[config.mk]
export PLATFORM = sky130hd
export DESIGN_NAME = mips_mem_responder
export DESIGN_NICKNAME = d
export VERILOG_FILES = /design/src/rtl/mips_mem_responder_pkg.sv /design/src/rtl/mips_mem_responder_mem_array.sv /design/src/rtl/mips_mem_responder.sv
export SDC_FILE = /design/constraint.sdc
export NUM_CORES = 1
export LEC_CHECK = 0
export BUFFER_PORTS_ARGS = -buffer_cell sky130_fd_sc_hd__buf_2
export CORE_MARGIN = 1.5
export CORE_UTILIZATION = 60
export CTS_CLUSTER_SIZE = 12
export DETAILED_ROUTE_END_ITERATION = 16
export GPL_TIMING_DRIVEN = 0
export PLACE_DENSITY = 0.81
export SYNTH_ARGS = -nofsm -noshare
export SYNTH_HDL_FRONTEND = slang
export SYNTH_HIERARCHICAL = 1
export SYNTH_SLANG_ARGS = --single-unit
[constraint.sdc]
create_clock -name clk -period 3.6 [get_ports clk]
set_clock_uncertainty 0.15 [all_clocks]
set_input_delay 0.72 -clock clk [delete_from_list [all_inputs] [get_ports clk]]
set_output_delay 0.72 -clock clk [all_outputs]
set_load 0.05 [all_outputs]
[src/rtl/mips_mem_responder_pkg.sv]
// ---------------------------------------------------------------------------
// mips_mem_pkg
// Shared definitions for the MIPS memory responder slice: the controller
// state type and the default width constants used by the top and the RAM.
// No ports (package).
// ---------------------------------------------------------------------------
package mips_mem_pkg;

  // Controller modes: waiting for a host, streaming a program in, CPU running
  typedef enum logic [1:0] {
    IDLE = 2'd0,
    LOAD = 2'd1,
    RUN  = 2'd2
  } memstate_t;

  localparam int DEF_AWIDTH   = 5;
  localparam int DEF_DWIDTH   = 8;
  localparam int DEF_TEXT_TOP = 16;

endpackage

[src/rtl/mips_mem_responder_mem_array.sv]
// ---------------------------------------------------------------------------
// mem_array
// Single-port synchronous byte RAM with a registered read port. A read and a
// write to the same address in one cycle return the old contents.
// Ports:
//   clk      clock, rising edge
//   reset    synchronous active-high, clears the read register only
//   clr_i    synchronous clear of the read register (memory untouched)
//   re_i     read enable: rdata_o <= mem[addr_i] at the edge
//   we_i     write enable: mem[addr_i] <= wdata_i at the edge
//   addr_i   shared read/write address
//   wdata_i  write data
//   rdata_o  registered read data, holds between reads
// ---------------------------------------------------------------------------
module mem_array
  import mips_mem_pkg::*;
#(
  parameter int AWIDTH = DEF_AWIDTH,
  parameter int DWIDTH = DEF_DWIDTH
) (
  input  logic              clk,
  input  logic              reset,
  input  logic              clr_i,
  input  logic              re_i,
  input  logic              we_i,
  input  logic [AWIDTH-1:0] addr_i,
  input  logic [DWIDTH-1:0] wdata_i,
  output logic [DWIDTH-1:0] rdata_o
);

  localparam int DEPTH = 2 ** AWIDTH;

  logic [DWIDTH-1:0] mem [DEPTH];
  logic [DWIDTH-1:0] rdata_q;

  // Storage array is deliberately never reset so a program survives reset
  always_ff @(posedge clk) begin
    if (we_i) begin
      mem[addr_i] <= wdata_i;
    end
  end

  // Read register samples the pre-write contents, giving read-before-write
  always_ff @(posedge clk) begin
    if (reset || clr_i) begin
      rdata_q <= '0;
    end else if (re_i) begin
      rdata_q <= mem[addr_i];
    end
  end

  assign rdata_o = rdata_q;

endmodule

[src/rtl/mips_mem_responder.sv]
// ---------------------------------------------------------------------------
// mips_mem_responder
// Program memory for a small MIPS core. A host streams a program into the
// RAM while the core is held in reset; the core is then released and uses
// the same RAM with a one-cycle read latency.
// Optional feature: define TEXT_WP_EN to write-protect CPU stores below
// TEXT_TOP and report them on the sticky wp_err flag.
// Ports:
//   clk, reset           clock and synchronous active-high reset
//   adr                  CPU byte address, low AWIDTH bits decoded
//   writedata            CPU store data
//   memread, memwrite    CPU strobes, honoured only while running
//   memdata              CPU read data, 0 unless running
//   ld_start             host request to (re)start a load
//   ld_valid/ld_data/ld_last  host load stream
//   ld_ready             high while loading
//   cpu_reset            holds the core in reset unless running
//   wp_err               sticky write-protect violation (0 without TEXT_WP_EN)
// ---------------------------------------------------------------------------
module mips_mem_responder
  import mips_mem_pkg::*;
#(
  parameter int AWIDTH   = DEF_AWIDTH,
  parameter int DWIDTH   = DEF_DWIDTH,
  parameter int TEXT_TOP = DEF_TEXT_TOP
) (
  input  logic              clk,
  input  logic              reset,
  input  logic [DWIDTH-1:0] adr,
  input  logic [DWIDTH-1:0] writedata,
  input  logic              memread,
  input  logic              memwrite,
  output logic [DWIDTH-1:0] memdata,
  input  logic              ld_start,
  input  logic              ld_valid,
  input  logic [DWIDTH-1:0] ld_data,
  input  logic              ld_last,
  output logic              ld_ready,
  output logic              cpu_reset,
  output logic              wp_err
);

  localparam int DEPTH = 2 ** AWIDTH;
  localparam logic [AWIDTH-1:0] LAST_ADDR = AWIDTH'(DEPTH - 1);

  // Elaboration-time sanity checks on the parameter set
  if (AWIDTH > DWIDTH) begin : g_badAwidth
    $error("AWIDTH must not exceed DWIDTH");
  end
  if (TEXT_TOP < 0 || TEXT_TOP > DEPTH) begin : g_badTextTop
    $error("TEXT_TOP must lie within the memory");
  end

  memstate_t         state_q, state_d;
  logic [AWIDTH-1:0] ldCnt_q, ldCnt_d;
  logic [AWIDTH-1:0] cpuAddr;
  logic              ldAccept;
  logic              ldDone;
  logic              wpBlock;

  logic              ramWe;
  logic              ramRe;
  logic              ramClr;
  logic [AWIDTH-1:0] ramAddr;
  logic [DWIDTH-1:0] ramWdata;
  logic [DWIDTH-1:0] ramRdata;

  assign cpuAddr = adr[AWIDTH-1:0];

  // Upper address bits alias onto the decoded range
  if (DWIDTH > AWIDTH) begin : g_adrHi
    logic unusedAdrHi;
    assign unusedAdrHi = ^adr[DWIDTH-1:AWIDTH];
  end

  // A load byte is taken whenever the host offers one during LOAD; the load
  // finishes on the marked last byte or when the final address is filled
  assign ldAccept = (state_q == LOAD) && ld_valid;
  assign ldDone   = ldAccept && (ld_last || (ldCnt_q == LAST_ADDR));

  // State register
  always_ff @(posedge clk) begin
    if (reset) begin
      state_q <= IDLE;
    end else begin
      state_q <= state_d;
    end
  end

  // Next-state logic; ld_start is only honoured outside LOAD
  always_comb begin
    state_d = state_q;
    case (state_q)
      IDLE:    if (ld_start) state_d = LOAD;
      LOAD:    if (ldDone)   state_d = RUN;
      RUN:     if (ld_start) state_d = LOAD;
      default: state_d = IDLE;
    endcase
  end

  // Load pointer: cleared when a load begins, advanced per accepted byte,
  // and held on the final byte so it never wraps within a load
  always_comb begin
    ldCnt_d = ldCnt_q;
    if ((state_q != LOAD) && ld_start) begin
      ldCnt_d = '0;
    end else if (ldAccept && !ldDone) begin
      ldCnt_d = ldCnt_q + 1'b1;
    end
  end

  always_ff @(posedge clk) begin
    if (reset) begin
      ldCnt_q <= '0;
    end else begin
      ldCnt_q <= ldCnt_d;
    end
  end

`ifdef TEXT_WP_EN
  logic wpErr_q;

  assign wpBlock = int'(cpuAddr) < TEXT_TOP;

  // Any CPU store into the text region is dropped and latched as an error
  always_ff @(posedge clk) begin
    if (reset) begin
      wpErr_q <= 1'b0;
    end else if ((state_q == RUN) && memwrite && wpBlock) begin
      wpErr_q <= 1'b1;
    end
  end

  assign wp_err = wpErr_q;
`else
  assign wpBlock = 1'b0;
  assign wp_err  = 1'b0;
`endif

  // Output logic: handshake/reset outputs and RAM port ownership by state.
  // The loader owns the RAM during LOAD, the CPU during RUN; reset blocks
  // any write in the cycle it is asserted.
  always_comb begin
    cpu_reset = (state_q != RUN);
    ld_ready  = (state_q == LOAD);
    ramWe     = 1'b0;
    ramRe     = 1'b0;
    ramAddr   = cpuAddr;
    ramWdata  = writedata;
    case (state_q)
      LOAD: begin
        ramWe    = ld_valid;
        ramAddr  = ldCnt_q;
        ramWdata = ld_data;
      end
      RUN: begin
        ramWe = memwrite && !wpBlock;
        ramRe = memread;
      end
      default: ;
    endcase
    if (reset) begin
      ramWe = 1'b0;
    end
  end

  // Read register is kept clear outside RUN so the CPU always starts from 0
  assign ramClr  = (state_q != RUN);
  assign memdata = (state_q == RUN) ? ramRdata : '0;

  mem_array #(
    .AWIDTH(AWIDTH),
    .DWIDTH(DWIDTH)
  ) u_memArray (
    .clk    (clk),
    .reset  (reset),
    .clr_i  (ramClr),
    .re_i   (ramRe),
    .we_i   (ramWe),
    .addr_i (ramAddr),
    .wdata_i(ramWdata),
    .rdata_o(ramRdata)
  );

endmodule

======== Word level (Yosys, flattened, before mapping) ========
Memory sizes are Yosys's and may differ from the RTL's. A register that Yosys moved wholly into a read port is not among the register bits.
Index checks and enable logic that the tools add are counted.
storage, ports and cells
  register bits after elaboration ......... 7
  memory bits (writable) .................. 256
  input port bits ......................... 31
  output and inout bits ................... 11
  word-level logic and storage cells ...... 33
  memories ................................ 1
cells by class
  add/subtract/negate cells ............... 1
  equal/unequal tests ..................... 7
  multiplexer cells ....................... 11
  reduce and logical (&&, ||, !) cells .... 11
memories
  memory          depth  bits a word  read ports  clocked after memory_dff  wr ports  line                                source
  u_memArray.mem  32     8            1           1                         1         mips_mem_responder_mem_array.sv:33  logic [DWIDTH-1:0] mem [DEPTH];
operator list
  cell                                                    count
  two-way mux 8 bit                                       2
  inequality test 2 x 1 -> 1 bit (second input constant)  3
  adder 5 x 1 -> 5 bit (second input constant)            1
  equality test 5 bit (second input constant)             1
  two-way mux 5 bit                                       1
  logical AND 1 bit                                       4
  two-way mux 1 bit                                       4
  two-way mux 2 bit                                       2
  case mux 2 bit (2 select lines)                         1
  OR reduction 2 bit                                      2
  equality test 2 x 1 -> 1 bit (second input constant)    1
  equality test 2 bit (second input constant)             1
  zero test 2 bit                                         1
  logical OR 1 bit                                        2
  inequality test 2 bit (second input constant)           1
  case mux 1 bit (2 select lines)                         1
  AND reduction 2 bit                                     1
  zero test 1 bit                                         1

======== Depth between registers and ports, before layout ========
Gate-level depths: netlist of run 1.
  word-level depth ........................ 5
  gate-level depth with buffers ........... 12
  depth with buffers taken out ............ 7

======== Modules after synthesis ========
Netlist of run 1, hierarchy kept.
modules (own cells, without submodules)
  module              times used  cells each  area each (µm²)  seq. area each (µm²)
  mem_array           1           544         10341.2          7847.5
  mips_mem_responder  1           76          676.9            140.1

======== Worst setup path before layout of run 1 ========
No wires, ideal clock.
  path kind ............................... register -> register
  from .................................... register state_q[0]
  to ...................................... memory u_memArray/mem[0][0] (netlist bit) (enable)
  library setup time ...................... 0.370 ns
  arrival ................................. 3.108 ns
  required time ........................... 3.080 ns
  path slack .............................. -0.028 ns
  cell stages (with the launch flop) ...... 10
  path buffers ............................ 5
  clock period less this slack ............ 3.628 ns
  cell sequence ........................... dfxtp_1 ha_1 buf_4 buf_4 mux2_2 buf_4 buf_6 or3b_2 clkbuf_1 nor2_1
on the way
  elaborated cells between the ends (all ways) .. 7
  those cells by class .................... eq/ne (2); mux (5)
RTL lines
  item                          line                                source
  start: declaration            mips_mem_responder.sv:54            memstate_t state_q, state_d;
  start signal: assignment      mips_mem_responder.sv:86            state_q <= state_d;
  equality test 2 x 1 -> 1 bit  -
  via ld_ready                  mips_mem_responder.sv:38            output logic ld_ready,
  two-way mux 5 bit             mips_mem_responder.sv:150           case (state_q)
  via ramAddr[0]                mips_mem_responder.sv:64            logic [AWIDTH-1:0] ramAddr;
  end: declaration              mips_mem_responder_mem_array.sv:33
The timed path passes the listed nets, and every way through them passes these cells.

======== Final worst setup path of run 1 ========
  from .................................... register state_q[0]
  to ...................................... memory u_memArray/mem[16][3] (netlist bit) (enable)
on the way
  elaborated cells between the ends (all ways) .. 7
  those cells by class .................... eq/ne (2); mux (5)
RTL lines
  item                          line
  equality test 2 x 1 -> 1 bit  mips_mem_responder.sv:150
  two-way mux 5 bit             mips_mem_responder.sv:150
  via ramAddr[0]                mips_mem_responder.sv:64
The timed path passes the listed nets, and every way through them passes these cells.

==> flow_summary.toml, run 1 <==
[floorplan]
fp-row-count = 49
dieWidth_microns = 138.5
initial_core_util_pct = 61.34
die_y_microns = 138.5
io-pin-count = 42
core_sq_um = 17960
dieArea_sq_um = 19190

[grt]
grt_pass1_wl_microns = 36060
grt_overflow = 0
antenna_found_initial = 0
grt_pass1_vias = 6092
grtUsageTotal_pct = 25.09
grt_max_degree = 33

[clock_tree]
numCtsBuffers = 27
cts_tree = "done"
clkSlewWorstSetupHoldPaths_ns = 0.06
cts_buffer_depth = 3
cts_sinks = 271
cts_max_level = 1
clockRootBuffer = "clkbuf_16"
insertion_delay_ns = 0.53

[setup_path]
cp_data_arrival_time_ns = 3.66
r2r_end = "u_memArray/mem[16][3]$_DFFE_PP_"
cp-startpoint = "state_q[0]$_SDFFE_PP0P_"
cp-end-kind = "flop"
crit_path_frequent_cell = "buf_4"
r2r_cells = 8
slowest_delay_ns = 0.70
crit_path_start_kind = "flop"
cp_max_fo = 10
critPathRequiredTime_ns = 3.61
crit_slowest_cell = "or3b_2"
crit_path_cell_trace = "ha_2 -> buf_4 -> buf_4 -> mux2_2 -> buf_4 -> buf_6 -> or3b_2 -> nor2_2"
regToRegSetupSlack_ns = -0.05
critPathKind = "reg -> reg"
r2r_start = "state_q[0]$_SDFFE_PP0P_"
crit_buf_inv = 4
cp_top_family = "simple AND/OR/NAND/NOR gates"

[timing]
worst_pin_slew_ns = 0.7055
hold_viol_final = 0
rsz0062_at_grt = "true"
worst_slack_ns = -0.04753
max_freq_mhz = 274.2
period_minus_slack_ns = 3.648
finalCritPeriodShare_pct = 101.3
relSlewSlack_pct = 52.97
setup_viol = 40
slew_violations = 0

[drt]
first_pass_iters = 5
drt-initial-drc-count = 695
wl_per_cell_microns = 25.20
highest_layer = "met4"
wl_met3_microns = 2177
via_count = 6123
drcViolationCount = 0
ant_nets = 0
met2_length_microns = 12000
viasPerCell = 6.507
routed_wl_microns = 23710
wl_met1_microns = 8859

[cells_and_area]
final_cell_mix = "edfxtp_1, mux2i_1, buf_2"
layout_commonest_cell = "edfxtp_1"
fillerInstances = 1074
design_area_sq_um = 12520
syn_to_final_growth_pct = 13.65
fin_nets = 728
stdcell_count = 941
diodes = 0
seq_area_sq_um = 7988
drive_gt1_share_pct = 26.69
multi_input_area_sq_um = 2948

[synth]
synthCells = 620
synth_edf_count = 256
synth_cell_types = 53
ys_seq_area_share_pct = 72.50
synth_warnings = 6
ys_seq_elements = 271
ys_async_sr_fraction_pct = 0
syn_area_per_cell_sq_um = 17.77
synth_ff_type = "edfxtp_1"
syn_nets = 657
netlist_area_sq_um = 11020

[power]
peakVddDrop_mv = 0.5513
p_per_area_nw_per_um2 = 533.1
leakagePower_uw = 0.004096

[hold_path]
hp-start = "reset"
whs_path_depth = 2
holdPathEnd = "state_q[0]$_SDFFE_PP0P_"
hold_class = "in -> reg"

[run]
max-cap-violations = 0

[placement]
hpwl_microns = 15170
numPortBuffers = 37
globalplace.congestion = 0.9652
dp_cells = 886
dpl-instance-area_sq_um = 11490

[outcome]
status = "finished with violations"
failed_checks = "negative setup slack"
-- power breakdown --
group | internal (uW) | leakage (uW) | switching, uW
registers | 3510 | 0.00242 | 3.69
clock network | 1500 | 0.000396 | 1080
logic | 211 | 0.00128 | 380
total | 5220 | 0.00410 | 1460
-- metrics by stage --
| stage | setup slack (ns) | util, % | setup TNS [ns] | hold WS, ns | power (uW) |
|---|---|---|---|---|---|
| after global placement | -0.1373 | 63.98 | -16.53 | 0.3188 | 4126 |
| after CTS | 0.0002813 | 69.65 | 0 | 0.2037 | 6704 |
| final | -0.04753 | 69.71 | -1.351 | 0.2235 | 6675 |
| after detailed placement | -0.2717 | 63.98 | -46.28 | 0.3328 | 4148 |
| after global routing | -0.1609 | 69.71 | -11.75 | 0.2196 | 6860 |
| after floorplan | 0.1652 | - | 0 | 0.3002 | 3964 |
-- cell type report --
class,count,area share [%]
plain buffers,32,1.599
clock buffers,48,6.425
clock inverters,2,0.1099
inverters,7,0.2098
multi-input cells,309,23.54
flip-flops and latches,271,63.79
well taps,229,2.288
repair buffers,43,2.038
-- flip-flops by register name, summed over array words and instances (netlist names) --
| name | cells |
|---|---|
| ldCnt_q | 5 |
| state_q | 2 |
| u_memArray/rdata_o | 8 |
| u_memArray/mem | 256 |
-- what timing repair did --
item	4_1_cts	5_1_grt
gates resized for setup	43	2
buffers inserted	6	0
hold endpoints to repair	0	0
setup endpoints to repair	256	112
pin swaps	2	0
hold buffers	0	0
-- cell families after synthesis --
group | share of synthesized area, %
flops | 72.50
simple gates | 6.007
mux | 13.91
compound gates | 4.701
buf+inv | 2.089
fa+ha+maj | 0.6813
other cells | 0.03404
xor+xnor | 0.07951
-- worst register-to-register path: cells and delay by family (launching register included) --
family / cells / cell delay [ns]
fa+ha+maj: 1 / 0.27
flops: 1 / 0.43
simple gates: 2 / 1.18
mux: 1 / 0.42
buf+inv: 4 / 0.83
-- per-layer routing --
metal  vias up  global-route usage (%)
li1       2624                       -
met1      3094                   33.96
met2       341                   41.69
met3        64                   5.611
met4         0                   6.981
met5         -                       0
-- Yosys cell counts (2+ instances only) --
library cell,number,area share [%]
edfxtp_1,256,70
mux2i_1,62,5.6
nor2_1,40,1.4
mux4_2,30,6.1
a22oi_1,21,1.4
nand2_1,20,0.68
o22ai_1,20,1.1
dfxtp_1,15,2.7
mux2_2,14,1.4
buf_4,13,0.89
and2_1,11,0.62
o21ai_0,11,0.50
clkbuf_1,9,0.31
a41oi_1,7,0.56
buf_2,7,0.32
inv_1,7,0.24
nor3_1,7,0.32
or2_1,7,0.40
ha_1,6,0.68
nor2b_1,5,0.28
a21oi_1,4,0.18
nand3_1,4,0.18
or3_1,4,0.23
buf_6,3,0.31
mux4_1,3,0.72
nand3b_1,3,0.20
a31oi_1,2,0.11
and3_1,2,0.11
nand4b_2,2,0.27
nor4_1,2,0.11
-- how the worst max path moves through the flow --
stage | endpoint | slack [ns] | depth (start not counted)
after floorplan | u_memArray/mem[0][0]$_DFFE_PP_ | 0.17 | 9
after global placement | u_memArray/mem[0][3]$_DFFE_PP_ | -0.14 | 9
after detailed placement | u_memArray/mem[24][1]$_DFFE_PP_ | -0.27 | 9
after CTS | u_memArray/mem[20][3]$_DFFE_PP_ | 0.0003 | 8
after global routing | u_memArray/mem[12][7]$_DFFE_PP_ | -0.16 | 9
final | u_memArray/mem[16][3]$_DFFE_PP_ | -0.05 | 8
(Power assumes the default switching activity.)
==> run 2: changes to the inputs <==
- ABC_AREA: not set -> 1
- CORE_ASPECT_RATIO: not set -> 0.8
==> run 2 against run 1 <==
  * The run still ends with negative setup slack left
  * Worst setup slack worse by 0.16 ns
  * Register-to-register slack worse by 0.16 ns
  * Sequential power is 10% higher
  * Critical path depth is 2 higher
  * Combinational power grew to 4.2 times the previous value
  * Routed wire length is 21% higher
  * Flip-flop and latch count stayed put
  * Final cell count is 62% higher
  * Die area is 6.6% higher
  * Total power is 31% higher
  * First-iteration DRC count is 72% higher
  * Worst hold slack better by 0.11 ns
  * Critical endpoint is now u_memArray/mem[7][6]$_DFFE_PP_
==> flow_summary.toml, run 2 <==
[outcome]
status = "finished with violations"
failed_checks = "negative setup slack"

[timing]
finalCritPeriodShare_pct = 105.7
period_minus_slack_ns = 3.807
slew_violations = 0
hold_slack_ns = 0.3346
hold_viol_final = 0
worst_slack_ns = -0.2068
setup_viol = 232
max_freq_mhz = 262.7
relSlewSlack_pct = 10.55
worst_pin_slew_ns = 1.339
rsz0062_at_grt = "true"

[placement]
numPortBuffers = 37
globalplace.congestion = 0.9461
hpwl_microns = 18300

[floorplan]
dieWidth_microns = 159.5
fp-row-count = 45
initial_core_util_pct = 61.61
dieArea_sq_um = 20450
die_y_microns = 128.2
io-pin-count = 42
core_sq_um = 19090

[cells_and_area]
fin_nets = 1292
largest_reg_flops = 256
diodes = 0
top_regs = "u_memArray/mem x256, u_memArray/rdata_o x8, ldCnt_q x5"
drive_gt1_share_pct = 12.09
largest-register = "u_memArray/mem"
layout_commonest_cell = "nand2_1"
finish.utilization_pct = 68.51
final_cell_mix = "nand2_1, edfxtp_1, buf_2"
fillerInstances = 1388
syn_to_final_growth_pct = 11.19

[synth]
synthTopCellsByArea = "edfxtp_1, nand2_1, dfxtp_1"
synth_ff_type = "edfxtp_1"
ys_async_sr_fraction_pct = 0
synth.most_common_cell = "nand2_1"
ys_seq_area_share_pct = 67.92
synth_edf_count = 256
synth_cell_types = 25
synth_warnings = 6
synth_top_area_share_pct = 65.37
yosysTopAreaCell = "edfxtp_1"
ys_seq_elements = 271
netlist_area_sq_um = 11760
syn_nets = 1226
synthCells = 1189
syn_area_per_cell_sq_um = 9.891
yosys-top-cells-count = "nand2_1, edfxtp_1, nor2_1"

[grt]
grt_pass1_wl_microns = 42970
grt_pass1_vias = 7897
antenna_found_initial = 0
grtUsageTotal_pct = 28.31
grt_overflow = 0
grt_max_degree = 33

[setup_path]
crit_buf_inv = 5
critPathRequiredTime_ns = 3.62
crit_path_frequent_cell = "buf_2"
cp_max_fo = 10
slowest_delay_ns = 0.68
crit_path_start_kind = "flop"
crit_slowest_cell = "nor2_2"
cp_top_family = "simple AND/OR/NAND/NOR gates"
critPathKind = "reg -> reg"
cp-end-kind = "flop"
crit_path_cell_trace = "inv_1 -> ha_1 -> inv_2 -> buf_2 -> nand2_1 -> nand2_1 -> buf_2 -> buf_2 -> nand3_1 -> nor2_2"
cp_data_arrival_time_ns = 3.83

[drt]
viasPerCell = 5.637
via_count = 8585
ant_nets = 0
drt-initial-drc-count = 1192
routed_wl_microns = 28600
wl_per_cell_microns = 18.78
drcViolationCount = 0
first_pass_iters = 6

[clock_tree]
cts_sinks = 271
cts_buffer_depth = 3
clkSlewWorstSetupHoldPaths_ns = 0.06
numCtsBuffers = 26
cts_hold_buffers = 0
insertion_delay_ns = 0.54
cts_tree = "done"
clockRootBuffer = "clkbuf_16"
cts_max_level = 1
cts_setup_buffers = 0

[run]
max-cap-violations = 0

[hold_path]
hold_class = "reg -> reg"

[power]
p_per_area_nw_per_um2 = 667.7
peakVddDrop_mv = 0.5532
leakagePower_uw = 0.005442
## run 2: worst reg2reg max path: cells and delay by family (launching register included)
family	cells	cell delay (ns)
fa+ha+maj	1	0.28
buf+inv	5	1.12
flops	1	0.37
simple gates	4	1.52
## run 2: path summary, 6_finish.rpt
| path | from | endpoint | slack [ns] | cells after the start |
|---|---|---|---|---|
| worst min-delay path | ldCnt_q[4]$_SDFFE_PP0P_ | ldCnt_q[4]$_SDFFE_PP0P_ | 0.33 | 2 |
| worst max-delay path | state_q[1]$_SDFFE_PP0P_ | u_memArray/mem[7][6]$_DFFE_PP_ | -0.21 | 10 |
| worst max register to register | state_q[1]$_SDFFE_PP0P_ | u_memArray/mem[7][6]$_DFFE_PP_ | -0.21 | 10 |
| worst min register to register | ldCnt_q[4]$_SDFFE_PP0P_ | ldCnt_q[4]$_SDFFE_PP0P_ | 0.33 | 2 |
## run 2: metal layers
layer / vias up / wire, microns / global-route usage, %
met5: - / 0 / 0
met4: 0 / 754 / 8.990
met3: 64 / 3337 / 5.532
met2: 519 / 12850 / 44.28
met1: 4029 / 11660 / 40.57
li1: 3973 / - / -
## run 2: timing repair
action                                  in CTS  in global routing
endpoints found under the setup margin      94                256
resized for setup                            3                 22
cloned                                       0                  0
## run 2: cells by family (layout without fill, tap and decap cells)
| logic type | after synthesis | in the layout | share of synthesized area [%] |
|---|---|---|---|
| buffers and inverters | 99 | 175 | 4.032 |
| adders and majority gates | 6 | 6 | 0.6383 |
| and+or+nand+nor | 792 | 792 | 26.45 |
| other | 1 | 1 | 0.03189 |
| DFF | 271 | 271 | 67.92 |
| AOI/OAI and AO/OA | 20 | 20 | 0.9256 |
## run 2: through the flow
stage	TNS [ns]	total power, uW	area [sq um]	cells	worst slack, ns
final	-19.08	8731	13080	1523	-0.2068
after global routing	-47.16	9095	13080	1523	-0.2943
after CTS	-3.739	8659	12980	1522	-0.07867
after detailed placement	-1.008	6294	12270	1484	-0.04302
after global placement	0	6243	12270	1484	0.03416
after floorplan	0	5442	11760	1189	0.4854
## run 2: power breakdown
group | switching [uW] | internal (uW) | leakage [uW]
sequential | 16.6 | 3840 | 0.00243
clock | 1060 | 1320 | 0.000340
combinational | 1900 | 591 | 0.00267
## run 2: layout make-up
| cell class | instances | area, sq um | share of cell area [%] |
|---|---|---|---|
| clock buffers | 37 | 691.9 | 5.291 |
| repair buffers | 38 | 212.7 | 1.627 |
| well taps | 258 | 322.8 | 2.469 |
| multi-input cells | 819 | 3371 | 25.78 |
| plain buffers | 50 | 290.3 | 2.220 |
| inverters | 49 | 183.9 | 1.407 |
| flip-flops and latches | 271 | 7988 | 61.09 |
| clock inverters | 1 | 16.27 | 0.1244 |
